File: src/rtl/display_pkg.sv
// Shared constants and types for the seven-segment scan driver.
package display_pkg;
    localparam logic [3:0] SEG_SPACE  = 4'hd;
    localparam logic [3:0] SEG_ZERO   = 4'h0;
    localparam int         MAX_DIGITS = 8;
    localparam logic [MAX_DIGITS-1:0] ANODE_OFF = '1;

    // Wide enough for the largest supported digit count; low bits select the slot.
    typedef logic [$clog2(MAX_DIGITS)-1:0] slot_t;
endpackage

File: src/rtl/display_scanner_if.sv
// Load/blank controls toward the scanner and scan outputs toward the decoder.
interface display_scanner_if #(parameter int NUM_DIGITS = 4);
    logic                    load;
    logic [4*NUM_DIGITS-1:0] value_in;
    logic [NUM_DIGITS-1:0]   dp_in;
    logic                    blank_in;
    logic [3:0]              digit;
    logic                    decimal;
    logic [NUM_DIGITS-1:0]   anode;
    logic                    pending;
    logic                    frame_done;

    modport master (output load, value_in, dp_in, blank_in,
                    input  digit, decimal, anode, pending, frame_done);
    modport slave  (input  load, value_in, dp_in, blank_in,
                    output digit, decimal, anode, pending, frame_done);
endinterface

File: src/rtl/refresh_divider.sv
// Free-running 0..REFRESH_DIV-1 counter; tick is high during the terminal count.
module refresh_divider #(
    parameter int REFRESH_DIV = 50000,
    parameter int DIV_WIDTH   = 16
) (
    input  logic clk,
    input  logic reset,
    output logic tick
);
    localparam logic [DIV_WIDTH-1:0] LAST = DIV_WIDTH'(REFRESH_DIV - 1);

    logic [DIV_WIDTH-1:0] cnt;

    assign tick = (cnt == LAST);

    always_ff @(posedge clk) begin
        if (reset || tick) cnt <= '0;
        else               cnt <= cnt + 1'b1;
    end
endmodule

File: src/rtl/display_scanner.sv
// Multiplexed digit scanner with a double-buffered value committed at frame boundaries.
// Optional LEADING_ZERO_BLANK_EN: blank leading zeros when the shadow commits.
module display_scanner
    import display_pkg::*;
#(
    parameter int NUM_DIGITS  = 4,
    parameter int REFRESH_DIV = 50000,
    parameter int DIV_WIDTH   = 16
) (
    input  logic              clk,
    input  logic              reset,
    display_scanner_if.slave  bus
);
    localparam int    IW        = $clog2(NUM_DIGITS);
    localparam slot_t LAST_SLOT = slot_t'(NUM_DIGITS - 1);

    logic tick, boundary;
    slot_t idx, idx_nxt;
    logic [NUM_DIGITS-1:0][3:0] act_code, act_code_nxt, shd_code;
    logic [NUM_DIGITS-1:0]      act_dp, act_dp_nxt, shd_dp;
    logic                       pending_q, frame_done_q, decimal_q;
    logic [3:0]                 digit_q;
    logic [NUM_DIGITS-1:0]      anode_q;

    refresh_divider #(.REFRESH_DIV(REFRESH_DIV), .DIV_WIDTH(DIV_WIDTH)) u_div (
        .clk   (clk),
        .reset (reset),
        .tick  (tick)
    );

`ifdef LEADING_ZERO_BLANK_EN
    // Walk down from the top digit; the first nonzero code or lit DP ends the blanking.
    function automatic logic [NUM_DIGITS-1:0][3:0] blank_leading(
        input logic [NUM_DIGITS-1:0][3:0] c, input logic [NUM_DIGITS-1:0] dp);
        logic [NUM_DIGITS-1:0][3:0] r;
        logic lead;
        r    = c;
        lead = 1'b1;
        for (int i = NUM_DIGITS - 1; i > 0; i--) begin
            if (dp[i] || c[i] != SEG_ZERO) lead = 1'b0;
            if (lead) r[i] = SEG_SPACE;
        end
        return r;
    endfunction
`endif

    always_comb begin
        boundary     = tick && (idx == LAST_SLOT);
        idx_nxt      = idx;
        act_code_nxt = act_code;
        act_dp_nxt   = act_dp;
        if (tick) idx_nxt = boundary ? '0 : idx + 1'b1;
        if (boundary && pending_q) begin
`ifdef LEADING_ZERO_BLANK_EN
            act_code_nxt = blank_leading(shd_code, shd_dp);
`else
            act_code_nxt = shd_code;
`endif
            act_dp_nxt   = shd_dp;
        end
    end

    always_ff @(posedge clk) begin
        if (reset) begin
            idx          <= '0;
            pending_q    <= 1'b0;
            frame_done_q <= 1'b0;
            act_code     <= {NUM_DIGITS{SEG_SPACE}};
            shd_code     <= {NUM_DIGITS{SEG_SPACE}};
            act_dp       <= '0;
            shd_dp       <= '0;
            digit_q      <= SEG_SPACE;
            decimal_q    <= 1'b0;
            anode_q      <= ANODE_OFF[NUM_DIGITS-1:0];
        end else begin
            idx          <= idx_nxt;
            act_code     <= act_code_nxt;
            act_dp       <= act_dp_nxt;
            frame_done_q <= boundary;
            // A boundary-cycle load commits the old shadow above and keeps pending set.
            if (bus.load) begin
                shd_code  <= bus.value_in;
                shd_dp    <= bus.dp_in;
                pending_q <= 1'b1;
            end else if (boundary) begin
                pending_q <= 1'b0;
            end
            digit_q   <= act_code_nxt[idx_nxt[IW-1:0]];
            decimal_q <= act_dp_nxt[idx_nxt[IW-1:0]];
            anode_q   <= bus.blank_in ? ANODE_OFF[NUM_DIGITS-1:0]
                                      : ~(NUM_DIGITS'(1) << idx_nxt);
        end
    end

    assign bus.digit      = digit_q;
    assign bus.decimal    = decimal_q;
    assign bus.anode      = anode_q;
    assign bus.pending    = pending_q;
    assign bus.frame_done = frame_done_q;
endmodule

File: src/flat_wrapper.sv
// flat-port wrapper written by rule: the top's interface ports become plain ports
module display_scanner_flat import display_pkg::*;
#(
    parameter int NUM_DIGITS  = 4,
    parameter int REFRESH_DIV = 50000,
    parameter int DIV_WIDTH   = 16
)
  (clk, reset, bus_load, bus_value_in, bus_dp_in, bus_blank_in, bus_digit, bus_decimal, bus_anode, bus_pending, bus_frame_done);
  display_scanner_if #(.NUM_DIGITS(NUM_DIGITS)) bus_i ();
  input  logic clk;
  input  logic reset;
  input wire logic [$bits(bus_i.load)-1:0] bus_load;
  input wire logic [$bits(bus_i.value_in)-1:0] bus_value_in;
  input wire logic [$bits(bus_i.dp_in)-1:0] bus_dp_in;
  input wire logic [$bits(bus_i.blank_in)-1:0] bus_blank_in;
  output wire logic [$bits(bus_i.digit)-1:0] bus_digit;
  output wire logic [$bits(bus_i.decimal)-1:0] bus_decimal;
  output wire logic [$bits(bus_i.anode)-1:0] bus_anode;
  output wire logic [$bits(bus_i.pending)-1:0] bus_pending;
  output wire logic [$bits(bus_i.frame_done)-1:0] bus_frame_done;
  assign bus_i.load = bus_load;
  assign bus_i.value_in = bus_value_in;
  assign bus_i.dp_in = bus_dp_in;
  assign bus_i.blank_in = bus_blank_in;
  assign bus_digit = bus_i.digit;
  assign bus_decimal = bus_i.decimal;
  assign bus_anode = bus_i.anode;
  assign bus_pending = bus_i.pending;
  assign bus_frame_done = bus_i.frame_done;
  display_scanner #(.NUM_DIGITS(NUM_DIGITS), .REFRESH_DIV(REFRESH_DIV), .DIV_WIDTH(DIV_WIDTH)) u_core (.clk(clk), .reset(reset), .bus(bus_i));
endmodule
File: config.mk
export PLATFORM = sky130hd
export DESIGN_NAME = display_scanner_flat
export DESIGN_NICKNAME = d
export VERILOG_FILES = /design/src/rtl/display_pkg.sv /design/src/rtl/display_scanner_if.sv /design/src/rtl/refresh_divider.sv /design/src/rtl/display_scanner.sv /design/src/flat_wrapper.sv
export SDC_FILE = /design/constraint.sdc
export NUM_CORES = 1
export LEC_CHECK = 0
export ABC_AREA = 1
export CAP_MARGIN = 0
export CELL_PAD_IN_SITES_DETAIL_PLACEMENT = 0
export CELL_PAD_IN_SITES_GLOBAL_PLACEMENT = 2
export CORE_MARGIN = 2
export CORE_UTILIZATION = 31
export DETAILED_ROUTE_END_ITERATION = 8
export PLACE_DENSITY_LB_ADDON = 0.1
export SLEW_MARGIN = 10
export SYNTH_ARGS = -nofsm -noshare
export SYNTH_HDL_FRONTEND = slang
export SYNTH_SLANG_ARGS = --single-unit
File: constraint.sdc
create_clock -name clk -period 1.9 [get_ports clk]
set_input_delay 0.57 -clock clk [delete_from_list [all_inputs] [get_ports clk]]
set_output_delay 0.57 -clock clk [all_outputs]
set_load 0.05 [all_outputs]
After elaboration in Yosys (flattened, before gate mapping)
Cells that the tools add are included.
- register bits after elaboration: 70
- bits of input ports: 24
- logic and storage cells: 39
- add/subtract/negate cells: 2
- order comparisons: 1
- equal/unequal tests: 2
- shift operators: 1
- muxes and demuxes: 10
- bitwise gates (word level): 1
- reductions and logical operators: 5
- operator list (kind ; count):
    $add 16x1->16 const B ; 1
    $eq 16x16->1 const B ; 1
    $mux 16 ; 1
    $bmux 4 s2 ; 1
    $mux 4 ; 2
    $mux 3 ; 2
    $not 4->4 ; 1
    $shl 1x3->4 const A ; 1
    $add 3x1->3 const B ; 1
    $eq 3x2->1 const B ; 1
    $lt 2x3->1 const B ; 1
    $mux 1 ; 3
    $bmux 1 s2 ; 1
    $logic_and 1x1->1 ; 2
    $reduce_bool 2->1 ; 1
    $reduce_or 2->1 ; 1
    $logic_or 1x1->1 ; 1

Depth between registers and ports, before layout
- depth in word-level cells: 6
- gate-level depth with buffers: 14

Modules after synthesis
From an unflattened synthesis, not the netlist that was laid out.
- cell total of the unflattened synthesis: 414
- area total of the unflattened synthesis: 2980.4 µm²
- by module, submodules not included (module ; instances ; cells each ; area each (µm²) ; seq. area each (µm²)):
    display_scanner ; 1 ; 284 ; 2120.8 ; 1081.0
    refresh_divider ; 1 ; 130 ; 859.6 ; 320.3

Least setup slack after synthesis
No wires, ideal clock.
- path type: reg2reg
- start: register u_core.u_div.cnt[0]
- end: register u_core.decimal_q, in the netlist u_core.bus.decimal
- arrival time: 1482 ps
- required time: 1772 ps
- setup slack: 290 ps
- cell stages (with the launch flop): 12
- clock period less this slack: 1610 ps
- cells stage by stage: dfxtp_1 -> ha_1 -> nand3_1 -> nor2_2 -> nand4_4 -> buf_6 -> nand2_1 -> nand2_1 -> nand2_1 -> nand2_1 -> nor2_1 -> nor2_1
- cells in the longest elaborated chain, start to end: 6
- elaborated cells between the ends (all ways): 8
- those cells by class: eq/ne (1); mux (5); reduce/logical (2)
- ends and longest elaborated chain (what ; RTL line ; RTL):
    from (decl) ; refresh_divider.sv:12 ; logic [DIV_WIDTH-1:0] cnt;
    from (signal assigned) ; refresh_divider.sv:18 ; else cnt <= cnt + 1'b1;
    $eq 16x16->1 * ; refresh_divider.sv:14 ; assign tick = (cnt == LAST);
    $logic_and 1x1->1 ; display_scanner.sv:48 ; boundary = tick && (idx == LAST_SLOT);
    $mux 3 / $logic_and 1x1->1 (equally long branches) ; display_scanner.sv:52, display_scanner.sv:53 ;
    $mux 3 / $mux 4 (equally long branches) ; display_scanner.sv:52, display_scanner.sv:53 ;
    $bmux 1 s2 * ; display_scanner.sv:89 ; decimal_q <= act_dp_nxt[idx_nxt[IW-1:0]];
    $mux 1 (implied by the code) * ; display_scanner.sv:89 ;
    to (signal assigned) ; display_scanner.sv:89 ;
    to (decl) ; display_scanner.sv:21 ; logic pending_q, frame_done_q, decimal_q;
Every way passes the cells marked *; elsewhere a longest branch is shown, timed or not. The select of a mux whose other input is x is not followed.
A chain may end at the register's enable or synchronous reset.

Worst setup path after layout
- start: register u_core.u_div.cnt[1]
- end: register u_core.digit_q[2], in the netlist u_core.bus.digit[2]
- cells in the longest elaborated chain, start to end: 6
- elaborated cells between the ends (all ways): 8
- those cells by class: eq/ne (1); mux (5); reduce/logical (2)
- ends and longest elaborated chain (what ; RTL line ; RTL):
    $eq 16x16->1 * ; refresh_divider.sv:14 ;
    $logic_and 1x1->1 ; display_scanner.sv:48 ;
    $mux 3 / $logic_and 1x1->1 (equally long branches) ; display_scanner.sv:52, display_scanner.sv:53 ;
    $mux 3 / $mux 16 (equally long branches) ; display_scanner.sv:52, display_scanner.sv:53 ;
    $bmux 4 s2 * ; display_scanner.sv:88 ; digit_q <= act_code_nxt[idx_nxt[IW-1:0]];
    $mux 4 (implied by the code) * ; display_scanner.sv:88 ;
    to (signal assigned) ; display_scanner.sv:88 ;
    to (decl) ; display_scanner.sv:22 ; logic [3:0] digit_q;
Marked as above.

==> results list <==
- Post-route setup TNS: 0 ns
* Arrival time worst endpoint: ~2.0 ns
* Number of standard cells after synthesis: approximately 420
- Critical Path Slowest Stage Cell: sky130_fd_sc_hd__dfxtp_1
- Fraction of synthesized cell area taken by the top area cell type: 46.63%
* First-pass GRT wire length: 12.29 mm
- Averaged over all synthesized cells, the footprint is 7.224 um^2.
* Synthesis Warnings: 0
* Most frequent cell on the critical path: sky130_fd_sc_hd__nand2_1
* Total number of placement rows: 35
- Die Height: ~100 um
* Maximum clock skew at final layout: 0.007406 ns
- The mapped netlist covers roughly 3000 um^2.
- Data required time of the worst path: 2.13 ns
* Share of the clock period used by the worst path: 93.44%
* Clock Latency Late Sink: around 0.34 ns
- Synthesis-to-finish area growth: 29.60%
- Entering global routing, the biggest net connects 25 pins.
- Global routing consumed, over all layers together, around 15% of the routing resources.
* Number of hold-slack violations in the final timing report: 0
- The placed instances occupy a cell area of 3565 um^2.
- The detail route stage leaves a number of antenna-violating nets equal to 0.
- Syn Nets: roughly 440
- Worst hold path type: reg2reg
- TritonCTS created 9 clock buffers.
* Total DRC errors in the routed layout: 0
- Routed wirelength normalized by instance count: around 12 um
- At the end of routability-driven placement, the weighted congestion stood at 0.7475.
- Vias in the first global route: around 2600
- Dominant cells by area after synthesis: sky130_fd_sc_hd__dfxtp_1 47%, sky130_fd_sc_hd__nand2_1 13%, sky130_fd_sc_hd__nor2_1 7.0%, sky130_fd_sc_hd__a21oi_1 4.7%, sky130_fd_sc_hd__nand3_1 4.7%
- Counting every sink on the clock net gives 70.
- Startpoint class of the critical path: flip-flop
- RSZ-0062 raised after global routing: false
- Wirelength, routed: 7.282 mm
- Number of storage elements in the synthesis netlist: 70
- Once detailed placement completed, the half-perimeter wirelength came to between 5 and 6 mm.
- Number of failing setup endpoints in the final timing report: 0
- Die X-Extent: around 100 um
* Worst setup EP type: flip-flop
- Cell at the root of the clock tree: sky130_fd_sc_hd__clkbuf_8
* Reg clk slew, reported paths: roughly 0.070 ns
- Most instantiated flip-flop cell in the synthesis netlist: sky130_fd_sc_hd__dfxtp_1
* Die footprint: 10500 um^2
- Vias per cell: approximately 4.5
- Input/output buffers: 34
- TritonCTS built the clock tree.
- For this run the aggregate overflow at the end of global routing stands at 0.
* Final count of pins violating max slew: 0
* Post-synthesis sequential area ratio: 46.63%
* Top routing layer in use: met4
- Number of enable-type register cells in the synthesized netlist: 0
- Most common library cells after synthesis: 105 x sky130_fd_sc_hd__nand2_1, 70 x sky130_fd_sc_hd__dfxtp_1, 56 x sky130_fd_sc_hd__nor2_1
* Final core utilization: a little over two fifths
- Across the run, the number of max-cap violations was 0.
- Number of different library cells in the post-synthesis netlist: 27
- Counting along the longest clock path gives a buffer depth of 2.
- For this configuration, the core starts out at a cell density of 32.22%.
* Number of levels the H-tree was split into: 3
- Across all setup checks in the final design, the least slack found is around 0.12 ns.
- Max Fanout on Critical Path: 4
- Measured against its own limit, the worst slew margin works out to about 74%.
- After routing the design area is 3895 um^2.
- Number of nets in the layout: 492
- Before antenna repair, the detailed router went through 4 iterations.
* Metal1 wirelength: about 3.6 mm
* DR WL met3: 282 um
- The worst setup path is of the reg2reg kind.
* Worst-case register-to-register setup slack: 0.12 ns
- Max Clk Rate: 563.3 MHz
* Worst Max-Slew Pin Slew: around 0.39 ns
- Total of hold buffers inserted after clock tree synthesis: 0
- Worst slack at placement: 0.06155 ns
- Across the VDD grid, the largest voltage drop is approximately 0.33 mV.
- Origin of the worst setup path: u_core.u_div.cnt[1]
* Cell type with the highest aggregate area in the netlist: sky130_fd_sc_hd__dfxtp_1
- The repair_antennas step left the layout with diodes totalling 0.
- Pin placement for this block handled 35 I/O pins.
* List of cells traversed by the critical path: ha_4 -> nand2_1 -> nor2_2 -> nand2_1 -> clkinv_1 -> nand3_1 -> nand2_1 -> nor2_4 -> buf_4 -> a21oi_1 -> nand3_1
* Cell area power density: slightly below 800 nW/um^2
- Post-route minimum period: approximately 1.8 ns
- The run finished with clean final reports.
* Worst reg2reg startpoint: u_core.u_div.cnt[1]
- Number of vias in the routed layout: between 2000 and 3000
- The number of antenna violations at the first check in global routing came to 0.
- Layout cell share with drive strength beyond 1: 17.06%
* Startpoint of the worst hold path: u_core.shd_code[4]
* Standby leakage power: ~1.7 nW
- In the synthesized netlist the async set-or-reset flop fraction comes to 0%.
* Area inside the core boundary: 9328 um^2
* Iteration-0 DRC count of the detailed router: 59
- Met2 WL: approximately 3.3 mm
- Leading cell type by number of instances after synthesis: sky130_fd_sc_hd__nand2_1
- The largest single stage delay on the critical path is between 0.3 and 0.4 ns.
-- logic make-up (layout without fill, tap and decap cells) --
group	count (synthesis)	count (layout)	synth area share [%]
and+or+nand+nor	234	234	35.76
xor gates and xnor gates	2	2	0.5830
AOI/OAI and AO/OA	53	53	8.826
adders and majority gates	2	2	0.8325
buffers and inverters	55	108	7.369
DFF	70	70	46.63
-- flip-flops by register name, summed over array words and instances, names as in the netlist --
| name | count |
|---|---|
| u_core.act_code | 16 |
| u_core.shd_code | 16 |
| u_core.u_div.cnt | 16 |
| u_core.act_dp | 4 |
| u_core.bus.anode | 4 |
| u_core.bus.digit | 4 |
| u_core.shd_dp | 4 |
| u_core.idx | 3 |
| u_core.bus.decimal | 1 |
| u_core.bus.frame_done | 1 |
| u_core.bus.pending | 1 |
-- placed cells by master (no fill, tap or decap), types with 2 or more instances in the layout --
cell                              synthesis  routed
sky130_fd_sc_hd__a21oi_1                 28      27
sky130_fd_sc_hd__buf_12                   0       3
sky130_fd_sc_hd__buf_4                    0      27
sky130_fd_sc_hd__bufinv_16                0       2
sky130_fd_sc_hd__clkbuf_8                 0      11
sky130_fd_sc_hd__clkdlybuf4s50_1          0      23
sky130_fd_sc_hd__clkinv_1                 2       2
sky130_fd_sc_hd__dfxtp_1                 70      69
sky130_fd_sc_hd__inv_1                   35      35
sky130_fd_sc_hd__inv_2                    4       4
sky130_fd_sc_hd__nand2_1                105     103
sky130_fd_sc_hd__nand2_2                  4       4
sky130_fd_sc_hd__nand2_4                  0       2
sky130_fd_sc_hd__nand3_1                 28      26
sky130_fd_sc_hd__nand3_2                  0       2
sky130_fd_sc_hd__nand3b_1                 2       2
sky130_fd_sc_hd__nand4_1                 14      14
sky130_fd_sc_hd__nor2_1                  56      53
sky130_fd_sc_hd__nor2_2                  12       9
sky130_fd_sc_hd__nor2_4                   2       8
sky130_fd_sc_hd__nor3_1                   2       2
sky130_fd_sc_hd__nor3b_1                  2       2
sky130_fd_sc_hd__o21ai_0                 22      22
sky130_fd_sc_hd__o21ai_1                  3       3
sky130_fd_sc_hd__or2_1                    2       2
sky130_fd_sc_hd__xor2_1                   2       2
-- worst max-delay path: cells and delay by family, from the launching register on --
kind                       cells  cell delay [ns]
DFF                            1             0.36
AOI/OAI and AO/OA              1             0.17
adders and majority gates      1             0.15
buffers and inverters          2             0.23
and+or+nand+nor                7             0.75
-- worst paths after layout --
check        cells past startpoint             endpoint
max                             11  u_core.bus.digit[2]
min                              2   u_core.shd_code[4]
max reg2reg                     11  u_core.bus.digit[2]
min reg2reg                      2   u_core.shd_code[4]
-- area by class of cell --
type | instances | area [um^2]
fill | 1015 | 5433
multi-input combinational | 291 | 1464
sequential | 70 | 1403
clock buffer | 11 | 151.4
timing repair buffer | 53 | 493.0
clock inverter | 3 | 68.82
inverter | 41 | 153.9
tap | 129 | 161.4
-- power breakdown --
group | internal (mW) | switching (mW)
clock | 0.799 | 0.543
sequential | 1.50 | 0.0210
combinational | 0.0912 | 0.0950
total | 2.39 | 0.659
-- through the flow --
step           hold WS, ns  power, mW  cells
4_1_cts             0.4667      3.098    596
6_report            0.4639      3.054    598
3_5_place_dp        0.4519      1.744    582
3_3_place_gp        0.4465      1.740    582
2_1_floorplan       0.4175      1.641    416
5_1_grt             0.4854      3.188    598
-- repair_timing --
| item | 4_1_cts | 5_1_grt |
|---|---|---|
| buffers inserted | 0 | 2 |
| gates resized for setup | 0 | 21 |
| endpoints found under the hold margin | 0 | 0 |
| endpoints found under the setup margin | 0 | 20 |
-- layer usage --
| layer | GRT usage [%] | vias up |
|---|---|---|
| met1 | 20.06 | 1200 |
| met5 | 0 | - |
| met3 | 4.309 | 7 |
| met2 | 24.33 | 47 |
| li1 | - | 1425 |
| met4 | 4.615 | 0 |
(Power assumes the default switching activity.)
